--- src/rtl/cdr_bbpd_voter.sv ---
// Bang-bang (Alexander) phase detector with optional majority voting over
// VOTE_LEN bit slots; drives registered Up/Dn pulses into the loop filter.
module cdr_bbpd_voter #(
    parameter int VOTE_LEN = 8,
    parameter int THRESH   = 2,
    parameter int NW       = $clog2(VOTE_LEN) + 2
) (
    input  logic          clk,
    input  logic          rst_n,
    input  logic          en,
    input  logic          vote_en,
    input  logic          data_smp,
    input  logic          edge_smp,
    output logic          Up,
    output logic          Dn,
    output logic [NW-1:0] net_dbg
);

    localparam int WW = (VOTE_LEN > 1) ? $clog2(VOTE_LEN) : 1;
    localparam logic [WW-1:0]        WIN_LAST = WW'(VOTE_LEN - 1);
    localparam logic signed [NW-1:0] TH_POS   = NW'(THRESH);
    localparam logic signed [NW-1:0] TH_NEG   = NW'(-THRESH);
    localparam logic signed [NW-1:0] ONE      = NW'(1);

    // sample pipe: A = a_q (previous bit), T = e_q, B = d_q (current bit)
    logic d_q, e_q, a_q;
    logic [1:0] fill;
    logic [WW-1:0] win_cnt;
    logic signed [NW-1:0] acc;
    logic vote_q;

    logic valid, trans, late, early, win_end, vote_chg;
    logic signed [NW-1:0] contrib, net;

    logic up_nxt, dn_nxt;
    logic [1:0] fill_nxt;
    logic [WW-1:0] win_nxt;
    logic signed [NW-1:0] acc_nxt;
    logic [NW-1:0] net_nxt;

    always_comb begin
        valid    = (fill == 2'd2);
        trans    = a_q ^ d_q;
        late     = valid & trans & (e_q == d_q);
        early    = valid & trans & (e_q == a_q);
        contrib  = late ? ONE : (early ? -ONE : '0);
        net      = acc + contrib;
        win_end  = valid && (win_cnt == WIN_LAST);
        vote_chg = vote_en ^ vote_q;
    end

    always_comb begin
        up_nxt   = 1'b0;
        dn_nxt   = 1'b0;
        fill_nxt = fill;
        win_nxt  = win_cnt;
        acc_nxt  = acc;
        net_nxt  = net_dbg;
        if (!en) begin
            fill_nxt = 2'd0;
            win_nxt  = '0;
            acc_nxt  = '0;
        end else begin
            if (fill != 2'd2)
                fill_nxt = fill + 2'd1;
            // a mode switch throws away whatever partial window was in flight
            if (vote_chg) begin
                win_nxt = '0;
                acc_nxt = '0;
            end else if (!vote_en) begin
                up_nxt  = late;
                dn_nxt  = early;
                win_nxt = '0;
                acc_nxt = '0;
            end else if (valid) begin
                if (win_end) begin
                    up_nxt  = (net >= TH_POS);
                    dn_nxt  = (net <= TH_NEG);
                    net_nxt = net;
                    win_nxt = '0;
                    acc_nxt = '0;
                end else begin
                    win_nxt = win_cnt + WW'(1);
                    acc_nxt = net;
                end
            end
        end
    end

    always_ff @(posedge clk or negedge rst_n) begin
        if (!rst_n) begin
            d_q     <= 1'b0;
            e_q     <= 1'b0;
            a_q     <= 1'b0;
            fill    <= 2'd0;
            win_cnt <= '0;
            acc     <= '0;
            vote_q  <= 1'b0;
            Up      <= 1'b0;
            Dn      <= 1'b0;
            net_dbg <= '0;
        end else begin
            if (en) begin
                d_q <= data_smp;
                e_q <= edge_smp;
                a_q <= d_q;
            end
            fill    <= fill_nxt;
            win_cnt <= win_nxt;
            acc     <= acc_nxt;
            vote_q  <= vote_en;
            Up      <= up_nxt;
            Dn      <= dn_nxt;
            net_dbg <= net_nxt;
        end
    end

endmodule

--- config.mk ---
export PLATFORM = sky130hd
export DESIGN_NAME = cdr_bbpd_voter
export DESIGN_NICKNAME = d
export VERILOG_FILES = /design/src/rtl/cdr_bbpd_voter.sv
export SDC_FILE = /design/constraint.sdc
export NUM_CORES = 1
export LEC_CHECK = 0
export BUFFER_PORTS_ARGS = -buffer_cell sky130_fd_sc_hd__clkbuf_2
export CAP_MARGIN = 40
export CORE_MARGIN = 2
export CORE_UTILIZATION = 60
export DETAILED_ROUTE_END_ITERATION = 10
export PLACE_DENSITY = 0.79
export SLEW_MARGIN = 20
export SYNTH_ARGS = -nofsm -noshare
export SYNTH_HDL_FRONTEND = slang
export SYNTH_SLANG_ARGS = --single-unit
--- constraint.sdc ---
create_clock -name clk -period 5.8 [get_ports clk]
set_input_delay 0.29 -clock clk [delete_from_list [all_inputs] [get_ports clk]]
set_output_delay 0.29 -clock clk [all_outputs]
set_load 0.03 [all_outputs]
======== Word level (Yosys, flattened, before mapping) ========
Cells that the tools add are included.
word-level totals
  output and inout bits ................... 7
  input port bits ......................... 6
  word-level logic and storage cells ...... 54
  flip-flop bits (word level) ............. 21
cells by class
  bitwise operators ....................... 6
  reduce and logical (&&, ||, !) cells .... 2
  eq/ne operators ......................... 7
  add/sub/neg operators ................... 3
  muxes and demuxes ....................... 24
  order comparisons ....................... 2
operators by type and width
  operator                                                                              count
  5-bit 2-to-1 mux                                                                      7
  3-bit 2-to-1 mux                                                                      5
  1-bit 2-to-1 mux                                                                      10
  5-bit adder                                                                           1
  5-bit by 3-bit greater-or-equal comparator with 1-bit output (second input constant)  1
  5-bit by 2-bit <= comparator with 1-bit output (second input constant)                1
  5-bit AND reduction                                                                   1
  2-bit 2-to-1 mux                                                                      2
  4-bit by 2-bit inequality test with 1-bit output (second input constant)              1
  3-bit by 1-bit adder with 3-bit output (second input constant)                        1
  1-bit AND                                                                             3
  3-bit == test (second input constant)                                                 1
  2-bit by 1-bit adder with 2-bit output (second input constant)                        1
  1-bit == test                                                                         2
  2-bit == test (second input constant)                                                 1
  2-bit by 1-bit inequality test with 1-bit output (second input constant)              1
  2-bit inequality test (second input constant)                                         1
  1-bit bitwise XOR                                                                     2
  1-bit logical AND                                                                     1
  1-bit NOT                                                                             1

======== Depth between registers and ports, before layout ========
  depth in word-level cells ............... 12
  gate-level depth with buffers ........... 11
  depth with buffers taken out ............ 10

======== Least setup slack after synthesis ========
OpenSTA, ideal clock, no wires.
  path type ............................... flip-flop to flip-flop
  start point ............................. reg fill[0]
  end point ............................... reg Dn
  stages on the path, launching flop included .. 12
  clock period less this slack ............ 2.524 ns
  slack ................................... 3.276 ns
  data arrival time ....................... 2.402 ns
  path buffers ............................ 1
  library setup time ...................... 0.122 ns
  data required time ...................... 5.678 ns
  cells stage by stage .................... dfrtp_1 -> inv_1 -> ha_1 -> clkbuf_1 -> and2_1 -> ha_1 -> inv_1 -> fa_1 -> xor2_1 -> nor4b_1 -> mux2i_1 -> a32o_1
on the way
  word-level cells in the longest chain between the ends .. 12
  elaborated cells between the ends (all ways) .. 14
  classes of those cells .................. add/sub: 1; order compare: 1; eq/ne: 1; mux: 7; bitwise: 3; reduce/logical: 1
RTL lines
  item                                            line    source
  start, declared                                 27      logic [1:0] fill;
  start signal, assigned                          108     fill <= fill_nxt;
  2-bit == test *                                 42      valid = (fill == 2'd2);
  1-bit AND                                       44, 45
  1-bit AND                                       45      early = valid & trans & (e_q == a_q);
  5-bit 2-to-1 mux (2 in a row)                   46      contrib = late ? ONE : (early ? -ONE : '0);
  5-bit adder                                     47      net = acc + contrib;
  5-bit by 2-bit <= comparator with 1-bit output  78      dn_nxt = (net <= TH_NEG);
  1-bit 2-to-1 mux                                76      if (win_end) begin
  1-bit 2-to-1 mux                                75      end else if (valid) begin
  1-bit 2-to-1 mux *                              70      end else if (!vote_en) begin
  1-bit 2-to-1 mux *                              67      if (vote_chg) begin
  1-bit 2-to-1 mux *                              59      if (!en) begin
  net dn_nxt                                      35      logic up_nxt, dn_nxt;
  end signal, assigned                            113     Dn <= dn_nxt;
  end, declared                                   15      output logic Dn,
Mark *: on every way through the listed nets, which the timed path passes. The rest lies on a longest branch.
A chain may end at the register's enable or synchronous reset.

======== Worst setup path after layout ========
Ends and elaborated chain as after synthesis.

==> results.cfg <==
[run_status]
status = finished clean

[power_and_ir_drop]
ir_worst_vdd_v = 0.0002085
leakage_nw = 0.6041
powerDensity_mw_per_mm2 = 243.9
p_total_uw = 295.8

[detailed_routing]
ant_nets = 0
num_vias = 745
wire_per_inst_um = 14.39
viasPerCell = 5.438
drt-pass1-iter-count = 4
drt_iter0_markers = 6
drcViolationCount = 0
routed_wl_um = 1971

[place]
place_inst = 132
dpl.hpwl_um = 1457
place_area_mm2 = 0.001175
gp_routability_congestion = 0.8140
pre_cts_slack_ns = 3.155
io_buffers = 12

[critical_path]
cp.required_ns = 6.01
crit_end = Dn
worstPathArrival_ns = 2.91
path_cells = inv_1 > ha_1 > and2_1 > ha_1 > inv_1 > fa_1 > xor2_1 > nor4b_1 > mux2i_1 > a32o_1
cp_max_fo = 9
rrSetupSlack_ns = 3.10
reg2reg_from = fill[0]
cp_top_family = adder cells
critPathCaptureType = flop
crit_path_top_delay_cell = fa_1
reg2reg_to = Dn
cpPeakStageDelay_ns = 0.43
crit_path_start_kind = flop
worst-path-stages = 10
critPathBufInv = 2
reg2reg_depth = 10
worst-setup-path-type = reg2reg
crit_start = fill[0]

[synth]
yosys_warnings = 0
syn_nets = 111
yosysTopAreaCell = dfrtp_1
synth_cells = 97
synth_edf_count = 0
synth_area_mm2 = 0.001091
synth-seq-area-share = 0.4817
synth_area_leaders = dfrtp_1 48%, ha_1 8.0%, mux2_2 4.1%
ys_ff_latch = 21
synth_flop_cell = dfrtp_1
async_flop_share = 1.000
synth.avg_cell_area_um2 = 11.25
synth_cell_types = 30
synth_top_area_frac = 0.4817

[cts]
clock_latency_ns = 0.31
htree_num_levels = 1
clk_pin_slew_ns = 0.12
ctsResizeCount = 0
cts_buffers = 3
ctsRootBufferMaster = clkbuf_4
cts_buffer_depth = 2
clock-sinks = 21
cts_tree = done

[die]
fp.dieW_um = 46.64
die_h_um = 46.64
io_pins = 13
initial_utilization = 0.6319
dieArea_mm2 = 0.002175
rows = 15
core_mm2 = 0.001727

[finish]
fin_nets = 127
syn_to_final_growth_pct = 11.12
antenna_cells = 0
utilization = 0.7022
drive_above_1_share = 0.2054
finalInstanceArea_mm2 = 0.001212
final_cells = 137
nFillCells = 150

[grt]
antenna_found_initial = 0
grt_pass1_vias = 726
grtUsageTotal = 0.2068
grt_pass1_wl_um = 3153
grt_max_degree = 22
gr-total-overflow = 0

[sta]
hold_violations = 0
fin_hold_ws_ns = 0.1116
setup_ws_ns = 3.100
fmax_ghz = 0.3704
skew_ns = 0.004346
worst_pin_slew_ns = 0.5925
tns_ns = 0
period_share = 0.4655
slew_violations = 0
finalSetupViolations = 0
finalCriticalPeriod_ns = 2.700
relSlewSlack = 0.6042
rsz0062_at_grt = no

[min_path]
hold_class = in2reg

[flow_run]
drv_cap = 0
[worst min-delay path by stage]
stage                        from  endpoint  depth (start not counted)
after floorplan             rst_n        Dn                          0
after global placement      rst_n    acc[4]                          1
after detailed placement    rst_n    acc[4]                          1
after CTS                 vote_en    vote_q                          1
after global routing      vote_en    vote_q                          1
final                     vote_en    vote_q                          1
[sequential cells by signal, summed over array words and instances (netlist names), 2 cells and up]
name and count:
acc 5, net_dbg 5, win_cnt 3, fill 2
[worst reg2reg max path: cells and delay by family (launching register included)]
family | cells | cell delay (ns)
AOI/OAI and AO/OA | 1 | 0.27
xor gates and xnor gates | 1 | 0.23
adders and majority gates | 3 | 0.94
buffers and inverters | 2 | 0.13
DFF | 1 | 0.41
muxes | 1 | 0.11
and+or+nand+nor | 2 | 0.51
[power breakdown]
part	internal (mW)	switching, mW
registers	0.155	0.00696
clock network	0.0258	0.0458
logic	0.0292	0.0327
total	0.210	0.0854
[routing by layer]
layer  GRT usage  up-vias  wire (um)
li1            -      372          -
met1      0.2878      362        959
met2      0.3306        7        946
met3     0.02353        4         43
met4     0.07778        0         22
met5           0        -          0
[kinds of logic after synthesis]
logic type	share of synthesized area
XOR/XNOR	0.06079
buffers and inverters	0.02064
flip-flops	0.4816
multiplexers	0.05963
AO/OA/AOI/OAI	0.1216
adder cells (fa/ha/maj)	0.09862
AND/OR/NAND/NOR	0.1571
[Yosys cell counts (all sizes together) (2+ instances only)]
master and n:
a22o 4, xor2 3, ha 7, nand3b 3, o21ai 8, and3 2
nand3 3, mux2 4, mux2i 2, inv 4, xnor2 2, nor2 3
clkbuf 2, dfrtp 21, and2 3, nand2 12
[placed cells by master (no fill, tap or decap), types with 3 or more instances in the layout]
master    netlist  final
dfrtp_1        21     21
nand2_1        12     12
clkbuf_2        0     12
o21ai_0         8      8
ha_1            7      7
inv_1           4      4
mux2_2          4      4
a22o_1          4      4
nand3b_1        3      3
xor2_1          3      3
and2_1          3      3
nor2_1          3      3
nand3_1         3      3
clkbuf_4        0      3
[final cells by class]
type | count | area (um^2) | share of cell area
Clock buffer | 3 | 22.52 | 0.01858
Clock inverter | 1 | 5.005 | 0.004128
Inverter | 4 | 15.01 | 0.01238
Multi-Input combinational cell | 70 | 543.0 | 0.4479
Sequential cell | 21 | 525.5 | 0.4334
Tap cell | 25 | 31.28 | 0.02580
Timing Repair Buffer | 13 | 70.07 | 0.05779
[timing repair]
action	4_1_cts	5_1_grt
setup buffers	0	0
hold buffers	1	0
endpoints found under the hold margin	21	0
No activity file was read; power rests on OpenSTA's default activity.
